## src/rtl/nor_bus_ctrl.sv

```systemverilog
// Parallel NOR flash bus master: single-word read/write requests in, cycle-counted
// async CE#/OE#/WE# strobes out, with a bounded RY/BY# wait after writes.
module nor_bus_ctrl #(
    parameter int ADDR_W       = 26,
    parameter int DATA_W       = 16,
    parameter int T_SETUP      = 2,
    parameter int T_ACCESS     = 8,
    parameter int T_WE         = 4,
    parameter int T_HOLD       = 2,
    parameter int BUSY_BLANK   = 4,
    parameter int BUSY_TIMEOUT = 4096
) (
    input  logic              CLK,
    input  logic              RST_N,
    input  logic              req_valid,
    output logic              req_ready,
    input  logic              req_write,
    input  logic [ADDR_W-1:0] req_addr,
    input  logic [DATA_W-1:0] req_wdata,
    output logic              rsp_valid,
    output logic [DATA_W-1:0] rsp_rdata,
    output logic              rsp_timeout,
    output logic [ADDR_W-1:0] nor_addr,
    output logic [DATA_W-1:0] nor_dq_out,
    output logic              nor_dq_oe,
    input  logic [DATA_W-1:0] nor_dq_in,
    output logic              nor_ce_n,
    output logic              nor_oe_n,
    output logic              nor_we_n,
    output logic              nor_byte_n,
    input  logic              nor_ry_by
);

    // state  | meaning
    // IDLE   | waiting for a request; ready only while the device reports ready
    // SETUP  | CE# low, address (and write data) settling before the strobe
    // READ   | OE# low; DQ captured on the last cycle
    // WRITE  | WE# low
    // HOLD   | CE# still low, strobes released, bus unchanged
    // BLANK  | after a write, RY/BY# ignored while the device asserts busy
    // BUSY   | waiting for RY/BY# high, bounded by the timeout counter
    // RESP   | one-cycle completion pulse
    typedef enum logic [2:0] {
        S_IDLE, S_SETUP, S_READ, S_WRITE, S_HOLD, S_BLANK, S_BUSY, S_RESP
    } state_t;

    localparam int M1 = (T_SETUP > T_ACCESS) ? T_SETUP : T_ACCESS;
    localparam int M2 = (M1 > T_WE) ? M1 : T_WE;
    localparam int M3 = (M2 > T_HOLD) ? M2 : T_HOLD;
    localparam int M4 = (M3 > BUSY_BLANK) ? M3 : BUSY_BLANK;
    localparam int M5 = (M4 > BUSY_TIMEOUT) ? M4 : BUSY_TIMEOUT;
    localparam int CNT_W = $clog2(M5 + 1);

    localparam logic [CNT_W-1:0] LD_SETUP   = CNT_W'(T_SETUP - 1);
    localparam logic [CNT_W-1:0] LD_ACCESS  = CNT_W'(T_ACCESS - 1);
    localparam logic [CNT_W-1:0] LD_WE      = CNT_W'(T_WE - 1);
    localparam logic [CNT_W-1:0] LD_HOLD    = CNT_W'(T_HOLD - 1);
    localparam logic [CNT_W-1:0] LD_BLANK   = CNT_W'(BUSY_BLANK - 1);
    localparam logic [CNT_W-1:0] LD_TIMEOUT = CNT_W'(BUSY_TIMEOUT - 1);

    state_t             state, state_nxt;
    logic [CNT_W-1:0]   cnt, cnt_nxt;
    logic               is_write, is_write_nxt;
    logic               tmo, tmo_nxt;
    logic               ry_s1, ry_s2;
    logic               req_ready_nxt, rsp_valid_nxt, rsp_timeout_nxt;
    logic [DATA_W-1:0]  rsp_rdata_nxt, dq_out_nxt;
    logic [ADDR_W-1:0]  addr_nxt;
    logic               dq_oe_nxt, ce_n_nxt, oe_n_nxt, we_n_nxt;
    logic               cnt_done;

    assign cnt_done = (cnt == '0);

    always_comb begin
        state_nxt       = state;
        cnt_nxt         = cnt;
        is_write_nxt    = is_write;
        tmo_nxt         = tmo;
        req_ready_nxt   = 1'b0;
        rsp_valid_nxt   = 1'b0;
        rsp_timeout_nxt = 1'b0;
        rsp_rdata_nxt   = rsp_rdata;
        addr_nxt        = nor_addr;
        dq_out_nxt      = nor_dq_out;
        dq_oe_nxt       = nor_dq_oe;
        ce_n_nxt        = nor_ce_n;
        oe_n_nxt        = nor_oe_n;
        we_n_nxt        = nor_we_n;
        if (!cnt_done) cnt_nxt = cnt - CNT_W'(1);

        case (state)
            S_IDLE: begin
                req_ready_nxt = ry_s2;
                if (req_valid && req_ready) begin
                    req_ready_nxt = 1'b0;
                    state_nxt     = S_SETUP;
                    cnt_nxt       = LD_SETUP;
                    is_write_nxt  = req_write;
                    tmo_nxt       = 1'b0;
                    addr_nxt      = req_addr;
                    ce_n_nxt      = 1'b0;
                    dq_oe_nxt     = req_write;
                    if (req_write) dq_out_nxt = req_wdata;
                end
            end
            S_SETUP: begin
                if (cnt_done) begin
                    if (is_write) begin
                        state_nxt = S_WRITE;
                        cnt_nxt   = LD_WE;
                        we_n_nxt  = 1'b0;
                    end else begin
                        state_nxt = S_READ;
                        cnt_nxt   = LD_ACCESS;
                        oe_n_nxt  = 1'b0;
                    end
                end
            end
            S_READ: begin
                if (cnt_done) begin
                    state_nxt     = S_HOLD;
                    cnt_nxt       = LD_HOLD;
                    oe_n_nxt      = 1'b1;
                    rsp_rdata_nxt = nor_dq_in;
                end
            end
            S_WRITE: begin
                if (cnt_done) begin
                    state_nxt = S_HOLD;
                    cnt_nxt   = LD_HOLD;
                    we_n_nxt  = 1'b1;
                end
            end
            S_HOLD: begin
                if (cnt_done) begin
                    ce_n_nxt  = 1'b1;
                    dq_oe_nxt = 1'b0;
                    if (is_write) begin
                        state_nxt = S_BLANK;
                        cnt_nxt   = LD_BLANK;
                    end else begin
                        state_nxt = S_RESP;
                    end
                end
            end
            S_BLANK: begin
                if (cnt_done) begin
                    state_nxt = S_BUSY;
                    cnt_nxt   = LD_TIMEOUT;
                end
            end
            S_BUSY: begin
                if (ry_s2) begin
                    state_nxt = S_RESP;
                end else if (cnt_done) begin
                    state_nxt = S_RESP;
                    tmo_nxt   = 1'b1;
                end
            end
            S_RESP: begin
                rsp_valid_nxt   = 1'b1;
                rsp_timeout_nxt = tmo;
                req_ready_nxt   = ry_s2;
                state_nxt       = S_IDLE;
            end
            default: state_nxt = S_IDLE;
        endcase
    end

    always_ff @(posedge CLK) begin
        if (!RST_N) begin
            state       <= S_IDLE;
            cnt         <= '0;
            is_write    <= 1'b0;
            tmo         <= 1'b0;
            ry_s1       <= 1'b1;
            ry_s2       <= 1'b1;
            req_ready   <= 1'b0;
            rsp_valid   <= 1'b0;
            rsp_rdata   <= '0;
            rsp_timeout <= 1'b0;
            nor_addr    <= '0;
            nor_dq_out  <= '0;
            nor_dq_oe   <= 1'b0;
            nor_ce_n    <= 1'b1;
            nor_oe_n    <= 1'b1;
            nor_we_n    <= 1'b1;
            nor_byte_n  <= 1'b1;
        end else begin
            state       <= state_nxt;
            cnt         <= cnt_nxt;
            is_write    <= is_write_nxt;
            tmo         <= tmo_nxt;
            ry_s1       <= nor_ry_by;
            ry_s2       <= ry_s1;
            req_ready   <= req_ready_nxt;
            rsp_valid   <= rsp_valid_nxt;
            rsp_rdata   <= rsp_rdata_nxt;
            rsp_timeout <= rsp_timeout_nxt;
            nor_addr    <= addr_nxt;
            nor_dq_out  <= dq_out_nxt;
            nor_dq_oe   <= dq_oe_nxt;
            nor_ce_n    <= ce_n_nxt;
            nor_oe_n    <= oe_n_nxt;
            nor_we_n    <= we_n_nxt;
            nor_byte_n  <= 1'b1;
        end
    end

endmodule
```

## config.mk

```make
export PLATFORM = sky130hd
export DESIGN_NAME = nor_bus_ctrl
export DESIGN_NICKNAME = d
export VERILOG_FILES = /design/src/rtl/nor_bus_ctrl.sv
export SDC_FILE = /design/constraint.sdc
export NUM_CORES = 1
export LEC_CHECK = 0
export ABC_AREA = 1
export BUFFER_PORTS_ARGS = -buffer_cell sky130_fd_sc_hd__buf_4
export CAP_MARGIN = 20
export CORE_UTILIZATION = 30
export DETAILED_ROUTE_END_ITERATION = 16
export MAX_ROUTING_LAYER = met4
export PLACE_DENSITY = 0.64
export SLEW_MARGIN = 20
export SYNTH_ARGS = -nofsm -noshare
export SYNTH_HDL_FRONTEND = slang
export SYNTH_SLANG_ARGS = --single-unit
```

## constraint.sdc

```tcl
create_clock -name CLK -period 2.5 [get_ports CLK]
set_input_delay 0.25 -clock CLK [delete_from_list [all_inputs] [get_ports CLK]]
set_output_delay 0.25 -clock CLK [all_outputs]
set_load 0.02 [all_outputs]
```

# Word level (Yosys, flattened, before mapping)
# Index checks and enable logic that the tools add are counted.
[totals]
inputBits = 63
ff_bits = 85
[classes]
mux = 36
add_sub_neg = 1
n_eq_ne = 19
reduce_logical = 17
[ops]
columns = ["cell", "n"]
rows = [
  ["13-bit two-way mux", 7],
  ["13-bit case mux with 5 select lines", 1],
  ["3-bit two-way mux", 8],
  ["3-bit case mux with 7 select lines", 1],
  ["2-bit != test, second input constant", 10],
  ["13-bit logical NOT", 1],
  ["13-bit by 1-bit subtractor with 13-bit output, second input constant", 1],
  ["3-bit == test, second input constant", 4],
  ["1-bit two-way mux", 12],
  ["1-bit case mux with 2 select lines", 6],
  ["4-bit AND reduction", 3],
  ["2-bit nonzero test", 4],
  ["3-bit by 2-bit == test with 1-bit output, second input constant", 2],
  ["2-bit AND reduction", 3],
  ["3-bit AND reduction", 2],
  ["6-bit AND reduction", 1],
  ["3-bit by 1-bit == test with 1-bit output, second input constant", 1],
  ["3-bit logical NOT", 1],
  ["3-bit != test, second input constant", 1],
  ["2-bit two-way mux", 1],
  ["2-bit by 1-bit != test with 1-bit output, second input constant", 1],
  ["2-bit OR reduction", 1],
  ["1-bit logical AND", 1],
]

# Depth between registers and ports, before layout
[logic_depth]
depth_word = 5
depth_mapped = 14
mapped_depth_nobuf = 12

# Worst setup path before layout
# Ideal clock, no wire load.
[synth_path]
path_kind = "register -> register"
start = "register cnt[0]"
end = "register cnt[0]"
setup_time_ns = 0.109
period_less_slack_ns = 1.966
stages_incl_launch_ff = 15
t_arrival_ns = 1.857
n_path_buf = 2
required_time_ns = 2.391
slack_ns = 0.534
path_cell_list = "dfxtp_1 -> inv_1 -> ha_1 -> nand2_2 -> nor2_4 -> nand2_2 -> buf_6 -> buf_6 -> ha_1 -> inv_1 -> nand3_1 -> nand2_1 -> nand3_1 -> nand2_1 -> inv_1"
[synth_between]
elab_chain_len = 5
[synth_rtl]
columns = ["element", "line", "text"]
rows = [
  ["start, declared", "62", "logic [CNT_W-1:0] cnt, cnt_nxt;"],
  ["start signal, assigned", "191", "cnt <= cnt_nxt;"],
  ["13-bit by 1-bit subtractor with 13-bit output / 13-bit logical NOT (equally long branches)", "89, 72", ""],
  ["13-bit two-way mux", "89", "if (!cnt_done) cnt_nxt = cnt - CNT_W'(1);"],
  ["13-bit two-way mux", "138", "if (is_write) begin"],
  ["13-bit two-way mux", "135", "if (cnt_done) begin"],
  ["13-bit case mux with 5 select lines (*)", "91", "case (state)"],
]
# Every way passes the cells marked *; elsewhere a longest branch is shown, timed or not.
# A chain may end at the register's enable or synchronous reset.

# Worst setup path in the final report
[layout_path]
start = "register cnt[0]"
end = "register rsp_rdata[1]"
[layout_between]
elab_chain_len = 2
[layout_rtl]
columns = ["element", "line", "text"]
rows = [
  ["13-bit logical NOT", "72", "assign cnt_done = (cnt == '0);"],
  ["2-bit AND reduction (no line)", "-", ""],
  ["end signal, assigned", "198", "rsp_rdata <= rsp_rdata_nxt;"],
  ["end, declared", "21", "output logic [DATA_W-1:0] rsp_rdata,"],
]
# Every way passes these cells.

==> results_dict.tcl <==
set metrics [dict create \
    final_antenna_net_count 0 \
    path_class "reg2reg" \
    fp.dieH_um 109.5 \
    cts-root-buf "clkbuf_16" \
    outcome "finished, final reports clean" \
    ys_types 33 \
    crit_path_frequent_cell "nand2_2" \
    dp_hpwl_um 6769 \
    track_usage 0.1675 \
    ys_seq_area_frac 0.4904 \
    synth-edff-count 0 \
    layout-drive-gt1-share 0.2676 \
    postCtsHoldBufs 0 \
    nets 658 \
    vias_per_cell 4.640 \
    die_area_mm2 0.01200 \
    ys_ff_latch 85 \
    min_to "ry_s1$_SDFF_PN1_" \
    tns_ps 0 \
    grt_pass1_vias 3355 \
    cpMaxStageDelayCell "dfxtp_1" \
    drc 0 \
    yosys.area.top_type "dfxtp_1" \
    start_util 0.3145 \
    holdPathStages 2 \
    max_clock_freq_ghz 0.4674 \
    slew_headroom 0.3410 \
    htree_levels 3 \
    finalHoldViolCount 0 \
    r2r-end "rsp_rdata[1]$_SDFFE_PN0P_" \
    critPathMaxStageDelay_ps 350 \
    place_ws_ps 83.21 \
    postCtsSetupBuffers 0 \
    grt_max_degree 40 \
    syn_nets 541 \
    io_pins 129 \
    synth_area_mm2 0.003470 \
    clock_skew_ps 7.236 \
    gp_congestion 0.9012 \
    drv_slew 0 \
    core_mm2 0.01103 \
    grt_pass1_wl_um 15010 \
    p_per_area_mw_per_mm2 1091 \
    hp-class "in2reg" \
    p_leak_uw 0.002256 \
    rsz0062_at_grt "no" \
    vdd_drop_max_mv 0.4322 \
    synthToLayoutAreaGrowth_pct 38.55 \
    cp_cell_sequence "inv_1, ha_1, nand2_2, nor2_4, nand2_2, clkinv_2, nand3_4, o21ai_0, a21oi_1" \
    vias 3424 \
    fin_crit_ps 2140 \
    netlist_top_cells_area "dfxtp_1, nor2_1, o21ai_0, nand2_1, a21oi_1" \
    worstHoldStart "nor_ry_by" \
    worstMarginPinSlew_ps 987.4 \
    cp-end-kind "flip-flop" \
    first_pass_iters 4 \
    worst_setup_path_start_kind "flip-flop" \
    netlist_instances 476 \
    worst_ep_required_time_ps 2710 \
    clk_latency_ps 340 \
    totalWireLength_um 9171 \
    first_iter_violations 156 \
    reg2reg_slack_ps 360 \
    synthArstFlopShare 0 \
    clock_path_buffers 2 \
    chipWidth_um 109.5 \
    syn_avg_cell_area_um2 7.289 \
    setup_slack_ps 360.5 \
    clock-sinks 85 \
    yosysTopAreaCellShare 0.4904 \
    fin_crit_sh 0.8558 \
    yosysWarnings 0 \
    post_cts_resize_count 0 \
    rr_startpoint "cnt[0]$_SDFF_PN0_" \
    rows 38 \
    worstPathMaxFanout 33 \
    cts_tree "yes" \
    worstPathArrival_ps 2350 \
    cts.clk_slew.worst_paths_ps 60 \
    wl_per_cell_um 12.43 \
    port_buffers 127 \
    antenna_cells 0 \
    grt_overflow 0 \
    synth_flop_cell "dfxtp_1" \
    cts_buffers 9 \
    cap_violations 0 \
    setup-violations-final 0 \
    antenna_found_initial 0 \
    reg2reg_depth 9 \
]
==> critical path, delay by kind of cell (launching register included) <==
kind                       cells  cell delay, ps
and+or+nand+nor                4             730
adders and majority gates      1             280
buffers and inverters          2             300
AOI/OAI and AO/OA              2             350
DFF                            1             350
==> state kept, by name, indices dropped and copies added (netlist names), 3 cells and up <==
| signal | count |
|---|---|
| nor_addr | 26 |
| nor_dq_out | 16 |
| rsp_rdata | 16 |
| cnt | 13 |
| state | 3 |
==> cells in the final DEF, fill, tap and decap left out, types with 5 or more instances in the layout <==
cell type / n
inv_1: 38
clkbuf_16: 9
dfxtp_1: 85
xor2_1: 5
buf_4: 130
nand3_1: 21
o21ai_1: 15
nand2_1: 58
nor2_1: 121
a21oi_1: 31
o21ai_0: 49
==> Yosys cell counts, types with 3 or more instances <==
cell type	number
nand2_1	58
inv_2	3
xor2_1	5
buf_2	7
a21oi_1	31
inv_1	38
o21ai_1	15
dfxtp_1	85
nand3_1	21
o21ai_0	49
nor2_1	121
clkbuf_1	11
==> cell families (layout without fill, tap and decap cells) <==
group,after synthesis,in the layout,share of synthesized area
AO/OA/AOI/OAI,102,102,0.1533
XOR/XNOR,7,7,0.01767
adder cells (fa/ha/maj),2,2,0.007211
buffers and inverters,67,189,0.08186
flip-flops,85,85,0.4904
other,1,1,0.001081
AND/OR/NAND/NOR,212,212,0.2485
==> through the flow <==
step	utilization	hold WS (ps)	cells	area, um2	total power [uW]
6_report	0.4358	95.22	738	4807	5245
5_1_grt	0.4358	87.02	738	4807	5652
3_3_place_gp	0.4083	396.5	722	4504	3903
4_1_cts	0.4351	80.70	738	4800	5293
3_5_place_dp	0.4083	401.2	722	4504	3948
2_1_floorplan	-	356.6	476	3470	3290
==> layout make-up <==
| class | instances | area, um2 |
|---|---|---|
| fillers | 1144 | 6223 |
| flip-flops and latches | 85 | 1702 |
| multi-input cells | 324 | 1496 |
| repair buffers | 130 | 975.9 |
| clock buffers | 13 | 250.2 |
| well taps | 140 | 175.2 |
| inverters | 43 | 162.7 |
| clock inverters | 3 | 45.04 |
==> where the power goes <==
group	total (uW)	internal (uW)	leakage [uW]	switching (uW)
sequential	1800	1620	0.000692	170
clock	1320	802	0.000136	519
combinational	2130	800	0.00143	1330
==> per-layer routing <==
metal | up-vias | track usage | share of wire
met4 | 0 | 0.1000 | 0.035
met2 | 91 | 0.2880 | 0.50
li1 | 1741 | - | -
met3 | 32 | 0.03616 | 0.036
met5 | - | - | 0
met1 | 1560 | 0.1763 | 0.43
==> worst max-delay path by stage <==
stage                                      from                         end  slack (ps)  cells past startpoint
after floorplan               cnt[0]$_SDFF_PN0_           cnt[0]$_SDFF_PN0_         530                     14
after CTS                     cnt[0]$_SDFF_PN0_   rsp_rdata[1]$_SDFFE_PN0P_          70                      9
final                         cnt[0]$_SDFF_PN0_   rsp_rdata[1]$_SDFFE_PN0P_         360                      9
after global placement        cnt[0]$_SDFF_PN0_  rsp_rdata[15]$_SDFFE_PN0P_         280                      9
after global routing      state[0]$_SDFFE_PN0P_  nor_dq_out[8]$_SDFFE_PN0P_          70                      7
after detailed placement      cnt[0]$_SDFF_PN0_   rsp_rdata[1]$_SDFFE_PN0P_          80                      9
Power figures use the tool's default switching activity.
